$ cat config.mk
export PLATFORM = sky130hd
export DESIGN_NAME = clk_div_bank
export DESIGN_NICKNAME = d
export VERILOG_FILES = /design/src/rtl/clk_div_pkg.sv /design/src/rtl/clk_div_chan.sv /design/src/rtl/clk_div_bank.sv
export SDC_FILE = /design/constraint.sdc
export NUM_CORES = 1
export LEC_CHECK = 0
export BUFFER_PORTS_ARGS = -buffer_cell sky130_fd_sc_hd__buf_2
export CAP_MARGIN = 20
export CELL_PAD_IN_SITES_DETAIL_PLACEMENT = 1
export CELL_PAD_IN_SITES_GLOBAL_PLACEMENT = 1
export CORE_MARGIN = 2
export CORE_UTILIZATION = 43
export CTS_CLUSTER_SIZE = 25
export DETAILED_ROUTE_END_ITERATION = 12
export PLACE_DENSITY = 0.79
export SYNTH_ARGS = -nofsm -noshare
export SYNTH_HDL_FRONTEND = slang
export SYNTH_SLANG_ARGS = --single-unit
$ cat constraint.sdc
create_clock -name clk -period 1.75 [get_ports clk]
set_clock_uncertainty 0.1 [all_clocks]
set_input_delay 0.175 -clock clk [delete_from_list [all_inputs] [get_ports clk]]
set_output_delay 0.175 -clock clk [all_outputs]
set_load 0.01 [all_outputs]
$ cat src/rtl/clk_div_pkg.sv
// Shared constants for the clock divider bank: output mode encoding and
// the divide value every channel comes out of reset with.
package clk_div_pkg;

  localparam logic MODE_TOGGLE = 1'b0;
  localparam logic MODE_PULSE  = 1'b1;

  // 100 MHz / (2 * (4999 + 1)) = 10 kHz toggle output
  localparam int DEF_RST_DIV = 4999;

endpackage

$ cat src/rtl/clk_div_chan.sv
// One divider channel: wrap counter, shadow/active config pair and
// registered tick / divided outputs.
module clk_div_chan
  import clk_div_pkg::*;
#(
  parameter int CNT_W   = 16,
  parameter int RST_DIV = DEF_RST_DIV
) (
  input  logic             clk,
  input  logic             rst,
  input  logic             en,
  input  logic             cfg_sel,
  input  logic [CNT_W-1:0] cfg_div,
  input  logic             cfg_mode,
  output logic             div_out,
  output logic             tick,
  output logic             cfg_pend
);

  logic [CNT_W-1:0] cnt;
  logic [CNT_W-1:0] act_div;
  logic [CNT_W-1:0] sh_div;
  logic             act_mode;
  logic             sh_mode;
  logic             pend;
  logic             wrap;

  assign wrap     = en && (cnt == act_div);
  assign cfg_pend = pend;

  always_ff @(posedge clk) begin
    if (rst) begin
      cnt      <= '0;
      act_div  <= CNT_W'(RST_DIV);
      sh_div   <= CNT_W'(RST_DIV);
      act_mode <= MODE_TOGGLE;
      sh_mode  <= MODE_TOGGLE;
      pend     <= 1'b0;
      div_out  <= 1'b0;
      tick     <= 1'b0;
    end else begin
      if (cfg_sel) begin
        sh_div  <= cfg_div;
        sh_mode <= cfg_mode;
      end
      if (!en) begin
        // Idle channel: no period to protect, so a pending config lands at once
        cnt     <= '0;
        div_out <= 1'b0;
        tick    <= 1'b0;
        if (cfg_sel) begin
          pend <= 1'b1;
        end else if (pend) begin
          act_div  <= sh_div;
          act_mode <= sh_mode;
          pend     <= 1'b0;
        end
      end else if (wrap) begin
        // The closing period's mode decides this edge; new config starts after it
        cnt     <= '0;
        tick    <= 1'b1;
        div_out <= (act_mode == MODE_PULSE) ? 1'b1 : ~div_out;
        pend    <= 1'b0;
        if (cfg_sel) begin
          act_div  <= cfg_div;
          act_mode <= cfg_mode;
        end else if (pend) begin
          act_div  <= sh_div;
          act_mode <= sh_mode;
        end
      end else begin
        cnt  <= cnt + CNT_W'(1);
        tick <= 1'b0;
        if (act_mode == MODE_PULSE) begin
          div_out <= 1'b0;
        end
        if (cfg_sel) begin
          pend <= 1'b1;
        end
      end
    end
  end

endmodule

$ cat src/rtl/clk_div_bank.sv
// Bank of independent clock dividers sharing one config write port;
// decodes the target channel and instantiates one clk_div_chan per channel.
module clk_div_bank
  import clk_div_pkg::*;
#(
  parameter int  NUM_CH  = 4,
  parameter int  CNT_W   = 16,
  parameter int  RST_DIV = DEF_RST_DIV,
  localparam int CH_W    = (NUM_CH > 1) ? $clog2(NUM_CH) : 1
) (
  input  logic              clk,
  input  logic              rst,
  input  logic [NUM_CH-1:0] ch_en,
  input  logic              cfg_we,
  input  logic [CH_W-1:0]   cfg_ch,
  input  logic [CNT_W-1:0]  cfg_div,
  input  logic              cfg_mode,
  output logic [NUM_CH-1:0] div_out,
  output logic [NUM_CH-1:0] tick,
  output logic [NUM_CH-1:0] cfg_pend
);

  for (genvar i = 0; i < NUM_CH; i++) begin : g_ch
    logic sel;

    // Addresses past the last channel match nothing and are dropped
    assign sel = cfg_we && (cfg_ch == CH_W'(i));

    clk_div_chan #(
      .CNT_W  (CNT_W),
      .RST_DIV(RST_DIV)
    ) u_chan (
      .clk     (clk),
      .rst     (rst),
      .en      (ch_en[i]),
      .cfg_sel (sel),
      .cfg_div (cfg_div),
      .cfg_mode(cfg_mode),
      .div_out (div_out[i]),
      .tick    (tick[i]),
      .cfg_pend(cfg_pend[i])
    );
  end

endmodule
==> impl_metrics.ini <==
[status]
status = finished, violations left
violations = setup timing

[yosys]
ys_warn_count = 0
ys_top_cells_by_count = 229 x nand2_1, 212 x dfxtp_1, 85 x o211ai_1, 80 x nand3_1, 79 x nor2_1
syn_avg_cell_area_um2 = 8.42
ys_seq_area_share_pct = 38.6
ys.flop_type = dfxtp_1
synth_cells = 1305
yosysMostFrequentCell = nand2_1
synth_cell_types = 52
syn_nets = 1335
synth_area_leaders = dfxtp_1 39%, nand2_1 7.8%, mux2i_1 7.1%
synth-edff-count = 0
netlist_area_mm2 = 0.0110
postSynth.asyncResetShare_pct = 0
yosys_register_bits = 212
synthDominantCellAreaShare_pct = 38.6
synth_largest_area_cell = dfxtp_1

[die]
rows = 58
die_h_um = 164
core-area_mm2 = 0.0251
die_w_um = 164
die_area_mm2 = 0.0268
num_io_pins = 38
initial_utilization_pct = 43.8

[power]
p_leak_nw = 6.07
power.total_mw = 13.1
ir_drop_v = 0.000783
power_density_mw_per_mm2 = 852

[grt]
antenna_found_initial = 1
grt_most_used_layer = met2
met1_usage_pct = 34.3
grt_pass1_wl_um = 63300
use_met2_pct = 53.4
grtUsageTotal_pct = 29.8
grt_pass1_vias = 11874
gr-usage-met3_pct = 4.85
grt_max_degree = 91
gr-total-overflow = 0

[drt]
vias = 11568
vias_per_cell = 6.16
drc = 0
finalWirelength_um = 47900
wl_per_cell_um = 25.5
first_iter_violations = 1133
dr.pass1.iters = 5
final_antenna_net_count = 0

[setup_path]
r2r-start = g_ch[0].u_chan.act_div[13]$_SDFFE_PP0P_
startpoint = g_ch[0].u_chan.act_div[13]$_SDFFE_PP0P_
r2r.worst_path.cells = 6
r2r_slack_ns = -0.38
end_kind = flip-flop
worstPathRequired_ns = 2.08
startpoint_type = flip-flop
critPathArrivalTime_ns = 2.47
critical_path_class = flip-flop to flip-flop
critPathMaxFanout = 7

[place]
pre_cts_slack_ns = -0.194
post-dp-hpwl_um = 25100
gp_congestion = 0.866
placed_cells = 1787
placed_area_mm2 = 0.0130
numPortBuffers = 37

[clock_tree]
tritoncts = built
clkTransAtPathRegs_ns = 0.07
htree_num_levels = 1
cts.sinks = 212
cts_buffers = 25
clk_path_buf_depth = 3
clk_latency_ns = 0.55
cts-root-buf = clkbuf_16

[layout]
antenna_cells = 0
area_growth_pct = 39.9
final_cells = 1877
layout-drive-gt1-share_pct = 33.6
nets = 1558
final_area_mm2 = 0.0154
fillers = 2793

[timing]
setup_viol = 126
hold_viol = 0
grt_setup_unrepaired = true
clock.fmax_mhz = 468
timing.final.ws_setup_ns = -0.385
min_period_ns = 2.13
maxSlewHeadroom_pct = 67.4
fin_crit_sh_pct = 122
tightest_slew_ns = 0.484
slew_violations = 0

[worst_hold_path]
holdCritStartpoint = cfg_ch[0]
hold_path_class = primary input to flip-flop
hold_path_depth = 6

[run]
max_cap_violations = 0
## layout make-up
class	instances	area, µm²	share of cell area, %
Timing Repair Buffer	297	2580	16.8
Clock buffer	31	698	4.54
Tap cell	330	413	2.69
Inverter	5	18.8	0.122
Multi-Input combinational cell	987	7120	46.3
Sequential cell	212	4300	28.0
Clock inverter	15	256	1.67
## through the flow
stage               hold slack (ns)  TNS [ns]  util (%)
floorplan                     0.199    -0.582         -
global placement              0.340     -3.57      51.9
detailed placement            0.347     -9.59      51.9
CTS                           0.238     -5.94      58.1
global route                  0.302    -26.08      61.2
finish                        0.295    -18.20      61.2
## layout by cell type, fill, tap and decap left out, types with 6 or more instances in the layout
cell	netlist	final
nand2_1	229	228
buf_4	13	198
dfxtp_1	212	177
o211ai_1	85	85
nand3_1	80	79
mux2i_1	78	71
xor2_1	75	62
o21ai_0	48	46
a21oi_1	46	43
nor2_4	0	40
buf_2	23	38
xnor2_1	45	37
dfxtp_2	0	31
o22a_1	30	30
nor2_1	79	29
clkbuf_16	0	26
buf_12	0	24
dlygate4sd3_1	0	22
mux2_2	20	20
and3_1	24	18
or4_1	31	17
nand4_1	16	16
or4_4	1	15
buf_6	1	13
xor2_2	0	11
nor2_2	0	10
o311ai_1	10	9
xnor2_2	0	8
nor4_1	14	8
bufinv_16	0	7
nor3_1	8	6
nor2b_1	8	6
o21ai_1	4	6
clkinv_2	0	6
## worst max-delay path, stage by stage, from the launching register on
cell	delay [ns]
dfxtp_1	0.35
xnor2_2	0.28
nand4_1	0.20
or2_4	0.29
buf_4	0.18
or4_4	0.49
o211ai_1	0.15
## cell families (layout without fill, tap and decap cells)
kind of cell / count (synthesis) / in the layout / share of synthesized area, %
AO/OA/AOI/OAI: 234 / 234 / 14.4
XOR/XNOR: 120 / 120 / 9.57
AND/OR/NAND/NOR: 529 / 531 / 23.4
flip-flops: 212 / 212 / 38.6
buffers and inverters: 108 / 348 / 4.48
adder cells (fa/ha/maj): 4 / 4 / 0.456
multiplexers: 98 / 98 / 9.16
## timing repair
item,in CTS,in global routing
hold buffers,22,0
endpoints found under the hold margin,75,0
pin swaps,94,100
setup endpoints to repair,142,143
setup buffers,12,7
gates cloned,4,3
resized for setup,71,178
## where the power goes
group	leakage (nW)	switching (mW)	internal [mW]
Clock	0.472	2.32	3.86
Sequential	1.73	0.165	5.01
Combinational	3.86	1.01	0.735
Total	6.07	3.50	9.60
## metal layers
layer | wire [µm] | vias up
li1 | - | 5060
met5 | 0 | -
met1 | 17800 | 5695
met2 | 23700 | 572
met3 | 3230 | 241
met4 | 3170 | 0
## worst paths after layout
| kind | to |
|---|---|
| setup reg to reg | g_ch[0].u_chan.act_div[15]$_SDFFE_PP0P_ |
| setup / recovery | g_ch[0].u_chan.act_div[15]$_SDFFE_PP0P_ |
| hold / removal | g_ch[0].u_chan.sh_div[4]$_SDFFE_PP0P_ |
| hold reg to reg | g_ch[0].u_chan.sh_div[4]$_SDFFE_PP0P_ |
## flip-flops by register name, summed over array words and instances, names as in the netlist
register	flops
g_ch.u_chan.act_div	64
g_ch.u_chan.act_mode	4
g_ch.u_chan.cfg_pend	4
g_ch.u_chan.cnt	64
g_ch.u_chan.div_out	4
g_ch.u_chan.sh_div	64
g_ch.u_chan.sh_mode	4
g_ch.u_chan.tick	4
Note: power is estimated with default switching activity, not from simulation.
